**src/rtl/des_key_pkg.sv**
```systemverilog
`default_nettype none
// ============================================================================
// Module      : des_key_pkg
// Description : Shared constants and types for the DES key rotator. Holds
//               the PC-1 selection table, the per-round shift schedule, the
//               C/D half width, the round count and the FSM state type.
// Revision    : 1.0 - initial release
// ============================================================================
package des_key_pkg;

  // Number of CD values emitted per key (fixed by DES)
  localparam int c_rounds = 16;

  // Width of each of the C and D halves, and of the joined CD value
  localparam int c_half_w = 28;
  localparam int c_cd_w   = 2 * c_half_w;
  localparam int c_key_w  = 64;

  // PC-1: entry k gives the 1-based key bit number that lands in CD bit k+1.
  // Entries 0..27 build C, entries 28..55 build D.
  localparam int unsigned c_pc1_table [0:c_cd_w-1] = '{
    57, 49, 41, 33, 25, 17,  9,  1, 58, 50, 42, 34, 26, 18,
    10,  2, 59, 51, 43, 35, 27, 19, 11,  3, 60, 52, 44, 36,
    63, 55, 47, 39, 31, 23, 15,  7, 62, 54, 46, 38, 30, 22,
    14,  6, 61, 53, 45, 37, 29, 21, 13,  5, 28, 20, 12,  4
  };

  // Shift amount for round r is entry r-1; the amounts sum to one full
  // revolution of a 28-bit half, so CD16 equals CD0.
  localparam logic [1:0] c_shift_sched [0:c_rounds-1] = '{
    2'd1, 2'd1, 2'd2, 2'd2, 2'd2, 2'd2, 2'd2, 2'd2,
    2'd1, 2'd2, 2'd2, 2'd2, 2'd2, 2'd2, 2'd2, 2'd1
  };

  // Sequencer states: waiting for a key, or streaming its round values
  typedef enum logic [0:0] {
    IDLE = 1'b0,
    RUN  = 1'b1
  } state_t;

  // True when the schedule entry at idx (round idx+1) calls for a 2-bit shift
  function automatic logic sched_is_two(input logic [3:0] idx);
    return (c_shift_sched[idx] == 2'd2);
  endfunction

endpackage
`default_nettype wire

```
**src/rtl/des_cd_rotate.sv**
```systemverilog
`default_nettype none
// ============================================================================
// Module      : des_cd_rotate
// Description : Combinational rotate of one 28-bit DES key half by 1 or 2
//               places. Index form: left gives new[i] = old[(i+s) mod 28]
//               (standard bit 1 moves to bit 28); right is its inverse.
// Revision    : 1.0 - initial release
// ============================================================================
module des_cd_rotate
  import des_key_pkg::*;
(
  input  logic [c_half_w-1:0] i_din,
  input  logic                i_two,
  input  logic                i_right,
  output logic [c_half_w-1:0] o_dout
);

  // Select one of the four rotations by direction and distance
  always_comb begin
    o_dout = i_din;
    case ({i_right, i_two})
      2'b00:   o_dout = {i_din[0],            i_din[c_half_w-1:1]};
      2'b01:   o_dout = {i_din[1:0],          i_din[c_half_w-1:2]};
      2'b10:   o_dout = {i_din[c_half_w-2:0], i_din[c_half_w-1]};
      2'b11:   o_dout = {i_din[c_half_w-3:0], i_din[c_half_w-1:c_half_w-2]};
      default: o_dout = i_din;
    endcase
  end

endmodule
`default_nettype wire

```
**src/rtl/des_key_rotator.sv**
```systemverilog
`default_nettype none
// ============================================================================
// Module      : des_key_rotator
// Description : Accepts a 64-bit DES key, applies PC-1 and streams the 16
//               per-round 56-bit CD values (encrypt order CD1..CD16 or
//               decrypt order CD16..CD1) over a valid/ready handshake, in
//               the bit order expected by the PC-2 stage.
// Options     : DES_KEY_PARITY_CHECK_EN - when defined, each key byte is
//               checked for odd parity at load and parity_err reports any
//               failing byte; when undefined parity_err is tied low.
// Revision    : 1.0 - initial release
// ============================================================================
module des_key_rotator
  import des_key_pkg::*;
#(
  parameter int ROUNDS = c_rounds
)
(
  input  logic               clk,
  input  logic               rst_n,
  input  logic [c_key_w-1:0] key_in,
  input  logic               key_decrypt,
  input  logic               key_valid,
  output logic               key_ready,
  output logic [c_cd_w-1:0]  cd_out,
  output logic [3:0]         cd_round,
  output logic               cd_valid,
  input  logic               cd_ready,
  output logic               parity_err
);

  localparam logic [3:0] c_last_round = 4'(ROUNDS - 1);

  state_t              r_state;
  state_t              w_state_nxt;
  logic [c_half_w-1:0] r_c;
  logic [c_half_w-1:0] r_d;
  logic [3:0]          r_round;
  logic                r_decrypt;

  logic [c_cd_w-1:0]   w_pc1;
  logic [c_half_w-1:0] w_rot_c_in;
  logic [c_half_w-1:0] w_rot_d_in;
  logic [c_half_w-1:0] w_rot_c_out;
  logic [c_half_w-1:0] w_rot_d_out;
  logic [3:0]          w_sched_idx;
  logic                w_rot_two;
  logic                w_rot_right;
  logic                w_load;
  logic                w_advance;

  // PC-1: standard key bit b sits at key_in[64-b]
  for (genvar k = 0; k < c_cd_w; k++) begin : g_pc1
    localparam int c_src = c_key_w - int'(c_pc1_table[k]);
    assign w_pc1[k] = key_in[c_src];
  end

  // State register
  always_ff @(posedge clk or negedge rst_n) begin
    if (!rst_n) begin
      r_state <= IDLE;
    end else begin
      r_state <= w_state_nxt;
    end
  end

  // Next-state, handshake outputs and load/advance strobes
  always_comb begin
    w_state_nxt = r_state;
    key_ready   = 1'b0;
    cd_valid    = 1'b0;
    w_load      = 1'b0;
    w_advance   = 1'b0;
    case (r_state)
      IDLE: begin
        key_ready = 1'b1;
        w_load    = key_valid;
        if (key_valid) begin
          w_state_nxt = RUN;
        end
      end
      RUN: begin
        cd_valid  = 1'b1;
        w_advance = cd_ready;
        if (cd_ready && (r_round == c_last_round)) begin
          w_state_nxt = IDLE;
        end
      end
      default: w_state_nxt = IDLE;
    endcase
  end

  // Rotator operands: PC-1 output on load (first encrypt step), the held
  // CD value while running. Decrypt walks the schedule backwards, undoing
  // the shift of the round currently on the output.
  always_comb begin
    w_rot_c_in  = w_pc1[c_half_w-1:0];
    w_rot_d_in  = w_pc1[c_cd_w-1:c_half_w];
    w_sched_idx = 4'd0;
    w_rot_right = 1'b0;
    if (r_state == RUN) begin
      w_rot_c_in  = r_c;
      w_rot_d_in  = r_d;
      w_rot_right = r_decrypt;
      w_sched_idx = r_decrypt ? (c_last_round - r_round) : (r_round + 4'd1);
    end
    w_rot_two = sched_is_two(w_sched_idx);
  end

  des_cd_rotate u_rot_c (
    .i_din   (w_rot_c_in),
    .i_two   (w_rot_two),
    .i_right (w_rot_right),
    .o_dout  (w_rot_c_out)
  );

  des_cd_rotate u_rot_d (
    .i_din   (w_rot_d_in),
    .i_two   (w_rot_two),
    .i_right (w_rot_right),
    .o_dout  (w_rot_d_out)
  );

  // CD value, round counter and mode: decrypt starts at CD16 = CD0, so the
  // PC-1 output is taken unrotated; the counter returns to 0 on completion.
  always_ff @(posedge clk or negedge rst_n) begin
    if (!rst_n) begin
      r_c       <= '0;
      r_d       <= '0;
      r_round   <= 4'd0;
      r_decrypt <= 1'b0;
    end else if (w_load) begin
      r_c       <= key_decrypt ? w_pc1[c_half_w-1:0]        : w_rot_c_out;
      r_d       <= key_decrypt ? w_pc1[c_cd_w-1:c_half_w]   : w_rot_d_out;
      r_round   <= 4'd0;
      r_decrypt <= key_decrypt;
    end else if (w_advance) begin
      r_c       <= w_rot_c_out;
      r_d       <= w_rot_d_out;
      r_round   <= (r_round == c_last_round) ? 4'd0 : (r_round + 4'd1);
    end
  end

  assign cd_out   = {r_d, r_c};
  assign cd_round = r_round;

`ifdef DES_KEY_PARITY_CHECK_EN
  logic [7:0] w_byte_bad;
  logic       r_parity_err;

  // A byte fails when its ones count is even
  for (genvar b = 0; b < 8; b++) begin : g_parity
    assign w_byte_bad[b] = ~(^key_in[8*b +: 8]);
  end

  // Parity flag captured at load, held until the next load or reset
  always_ff @(posedge clk or negedge rst_n) begin
    if (!rst_n) begin
      r_parity_err <= 1'b0;
    end else if (w_load) begin
      r_parity_err <= |w_byte_bad;
    end
  end

  assign parity_err = r_parity_err;
`else
  // PC-1 drops the eight parity bits; they are only consumed by the check
  logic w_unused_parity_bits;
  assign w_unused_parity_bits = ^{key_in[56], key_in[48], key_in[40], key_in[32],
                                  key_in[24], key_in[16], key_in[8],  key_in[0]};
  assign parity_err = 1'b0;
`endif

endmodule
`default_nettype wire

```
**config.mk**
```make
export PLATFORM = sky130hd
export DESIGN_NAME = des_key_rotator
export DESIGN_NICKNAME = d
export VERILOG_FILES = /design/src/rtl/des_key_pkg.sv /design/src/rtl/des_cd_rotate.sv /design/src/rtl/des_key_rotator.sv
export SDC_FILE = /design/constraint.sdc
export NUM_CORES = 1
export LEC_CHECK = 0
export BUFFER_PORTS_ARGS = -buffer_cell sky130_fd_sc_hd__buf_4
export CORE_ASPECT_RATIO = 0.75
export CORE_MARGIN = 3
export CORE_UTILIZATION = 40
export CTS_BUF_LIST = sky130_fd_sc_hd__clkbuf_8
export CTS_CLUSTER_DIAMETER = 200
export DETAILED_ROUTE_END_ITERATION = 6
export GPL_TIMING_DRIVEN = 0
export PLACE_DENSITY_LB_ADDON = 0.12
export SLEW_MARGIN = 40
export SYNTH_ARGS = -nofsm -noshare
export SYNTH_HDL_FRONTEND = slang
export SYNTH_SLANG_ARGS = --single-unit
```
**constraint.sdc**
```tcl
create_clock -name clk -period 3.4 [get_ports clk]
set_clock_uncertainty 0.1 [all_clocks]
set_input_delay 0.34 -clock clk [delete_from_list [all_inputs] [get_ports clk]]
set_output_delay 0.34 -clock clk [all_outputs]
set_load 0.02 [all_outputs]
```
==> run_results.csv <==
group,metric,value,unit
synthesis,synth_top_area_share,23.6,%
drt,ant_nets,0,
global_routing,globalRouteTotalUtil,30.7,%
timing,worst_hold_slack,0.148,ns
placed_design,routability_cong,0.978,
timing,final-hold-violation-count,0,
synthesis,synth.most_common_cell,"sky130_fd_sc_hd__a21oi_1",
finish,regArea,0.00155,mm^2
synthesis,syn_area_per_cell,8.07,um^2
finish,final_layout_size_suffix_gt1_share,25.9,%
drt,routed-via-count,7914,
setup_path,cpPeakStageDelay,0.72,ns
clock_network,tritoncts,"yes",
timing,final.period_utilization,95.6,%
placed_design,post_dp_cell_area,0.00775,mm^2
floorplanning,core_area,0.0157,mm^2
clock_network,post_cts_hold_buffer_count,1,
setup_path,path_class,"flop to flop",
synthesis,synthesis.instances,815,
floorplanning,die_w,154,um
clock_network,clock_tree.buffer_depth,2,
drt,drt_iter0_markers,1124,
global_routing,first_global_vias,7218,
placed_design,detailedPlacementHpwl,20400,um
synthesis,synthesis.yosys.warnings,0,
floorplanning,design.portCount,132,
setup_path,critical_path_cell_by_cell,"ha_1 -> nor2_1 -> o2bb2ai_1 -> o21ai_1 -> clkbuf_1 -> a21oi_1 -> o221ai_1 -> a21oi_1",
setup_path,cp_common_cell,"sky130_fd_sc_hd__a21oi_1",
run,max_cap_viol_count,0,
pwr,p_per_area,1290,mW/mm^2
synthesis,post_synth_num_cell_types,62,
setup_path,critical-path-slowest-cell,"sky130_fd_sc_hd__o21ai_1",
synthesis,synthFlopType,"sky130_fd_sc_hd__dfrtp_1",
floorplanning,floorplan.die_area,0.0180,mm^2
synthesis,netlist.top_cell.by_area,"sky130_fd_sc_hd__dfrtp_1",
clock_network,cts_made_buffers,9,
clock_network,cts_htree_levels,3,
hold_path,worstHoldPathType,"primary input to flop",
floorplanning,rows,39,
finish,fin_area,0.00800,mm^2
synthesis,synthesis.nets,885,
placed_design,placed_cells,1142,
finish,final_util,51.0,%
floorplanning,initial_util,42.0,%
setup_path,cpLargestDelayFamily,"compound AO/OA/AOI/OAI gates",
timing,rsz_0062_raised_after_global_routing,"no",
finish,layout_area_growth_over_synthesis,21.5,%
drt,wire_per_inst,24.5,um
synthesis,post_synthesis_sequential_area_ratio,23.6,%
drt,drt-pass1-iter-count,6,
finish,number_of_nets_at_the_end_of_the_flow,1019,
synthesis,syn_area,0.00658,mm^2
global_routing,grt_first_pass_wirelength,43500,um
synthesis,postSynthRegisterBits,62,
synthesis,synth_top_cells_by_area,"sky130_fd_sc_hd__dfrtp_1 24%, sky130_fd_sc_hd__a21oi_1 8.4%, sky130_fd_sc_hd__mux2_2 7.5%, sky130_fd_sc_hd__o21a_1 5.6%, sky130_fd_sc_hd__o22ai_1 5.5%",
synthesis,postSynth.asyncResetShare,100,%
placed_design,place.port_buffers,122,
status,status,"complete, no violations",
setup_path,cp_data_arrival_time,3.41,ns
global_routing,grt_antenna_before_repair,0,
drt,number_of_design_rule_violations_left_after_detail_routing,0,
setup_path,cp.required,3.56,ns
timing,max_slew.worst_pin.slew,0.898,ns
timing,finalSetupTns,0,ns
finish,final_cells,1159,
pwr,power_leakage,0.00326,uW
timing,final_max_slew_viol_count,0,
clock_network,worst_skew_pair.late_latency,0.37,ns
timing,clock.fmax,0.308,GHz
synthesis,top_cells_by_count_synth,"110 x sky130_fd_sc_hd__a21oi_1, 73 x sky130_fd_sc_hd__nand2_1, 62 x sky130_fd_sc_hd__dfrtp_1",
clock_network,cts_resized,0,
clock_network,clock-sinks,62,
finish,insertedDiodeCount,0,
timing,setup-violations-final,0,
global_routing,maximum_number_of_pins_on_one_net_before_global_route_repair,63,
drt,drt-total-wl,28500,um
setup_path,timing.critical_path.from_type,"flop",
floorplanning,die_height,117,um
timing,max_slew_margin,39.7,%
setup_path,path_buf_inv,1,
global_routing,grt_remaining_overflow,0,
clock_network,clkTransAtPathRegs,0.08,ns
setup_path,kind_of_capture_point_of_the_worst_setup_path,"flop",
setup_path,critPathMaxFanout,10,
finish,layout.filler_cells,1533,
clock_network,cts_setup_buffers,0,
clock_network,clock_tree_root,"sky130_fd_sc_hd__clkbuf_8",
drt,vias_per_cell,6.83,
pwr,worst_ir_drop_on_vdd,0.000445,V
finish,multi_input_comb_area,0.00453,mm^2
timing,post-route-min-period,3.25,ns
synthesis,synth_edf_count,0,
[final timing paths]
path / from / to / slack, ns / cells past startpoint
setup reg to reg: cd_round[0] / r_d[0] / 0.15 / 8
hold / removal: key_in[58] / r_d[15] / 0.15 / 3
max in group asynchronous: rst_n / r_c[13] / 2.33 / 2
min in group asynchronous: rst_n / r_c[27] / 0.44 / 2
hold reg to reg: r_c[24] / r_c[24] / 0.54 / 2
setup / recovery: cd_round[0] / r_d[0] / 0.15 / 8
[registers in the layout (all words and copies together), names as in the netlist]
register,count
cd_round,4
r_c,28
r_d,28
r_decrypt,1
r_state,1
[layout make-up]
class / instances / share of cell area, %
inverter: 15 / 0.704
tap: 205 / 3.21
buffer: 93 / 5.70
multi-input combinational: 645 / 56.7
timing repair buffer: 123 / 11.6
clock buffer: 10 / 1.72
sequential: 62 / 19.4
clock inverter: 6 / 0.970
[worst register-to-register path, cell delays in order, from the launching register on]
cell	delay, ns
sky130_fd_sc_hd__dfrtp_1	0.50
sky130_fd_sc_hd__ha_1	0.35
sky130_fd_sc_hd__nor2_1	0.31
sky130_fd_sc_hd__o2bb2ai_1	0.15
sky130_fd_sc_hd__o21ai_1	0.72
sky130_fd_sc_hd__clkbuf_1	0.50
sky130_fd_sc_hd__a21oi_1	0.13
sky130_fd_sc_hd__o221ai_1	0.28
sky130_fd_sc_hd__a21oi_1	0.11
[per-stage QoR]
stage          worst slack [ns]  power [uW]
5_1_grt                  0.0152       11000
3_5_place_dp              0.277        9240
2_1_floorplan             0.947        6860
3_3_place_gp              0.272        9220
6_report                  0.150       10300
4_1_cts                   0.251       10000
[logic make-up (layout without fill, tap and decap cells)]
group | after synthesis | in the layout | synth area share (%)
muxes | 63 | 63 | 10.4
DFF | 62 | 62 | 23.6
adders and majority gates | 1 | 1 | 0.190
buffers and inverters | 108 | 247 | 7.78
and+or+nand+nor | 167 | 167 | 12.9
other | 1 | 1 | 0.0570
AOI/OAI and AO/OA | 407 | 407 | 44.2
xor gates and xnor gates | 6 | 6 | 0.913
[where the power goes]
group          switching, uW  leakage, uW  internal [uW]  total (uW)
clock                    343     0.000119            426         768
combinational           4750      0.00246           3080        7820
sequential               608     0.000681           1110        1720
total                   5700      0.00326           4620       10300
[cells in the final DEF, fill, tap and decap left out, types with 36 or more instances in the layout]
cell,n
sky130_fd_sc_hd__a21oi_1,110
sky130_fd_sc_hd__and3_1,36
sky130_fd_sc_hd__buf_4,127
sky130_fd_sc_hd__clkbuf_1,58
sky130_fd_sc_hd__dfrtp_1,62
sky130_fd_sc_hd__mux2_2,44
sky130_fd_sc_hd__nand2_1,73
sky130_fd_sc_hd__o21a_1,49
sky130_fd_sc_hd__o221ai_1,38
sky130_fd_sc_hd__o22ai_1,58
[metal layers]
| layer | up-vias | share of wire, % | global-route usage (%) |
|---|---|---|---|
| li1 | 3474 | - | - |
| met1 | 3787 | 44 | 45.5 |
| met2 | 591 | 41 | 43.7 |
| met3 | 62 | 13 | 7.86 |
| met4 | 0 | 2.5 | 9.65 |
| met5 | - | 0 | 0 |
No activity file was read; power rests on OpenSTA's default activity.
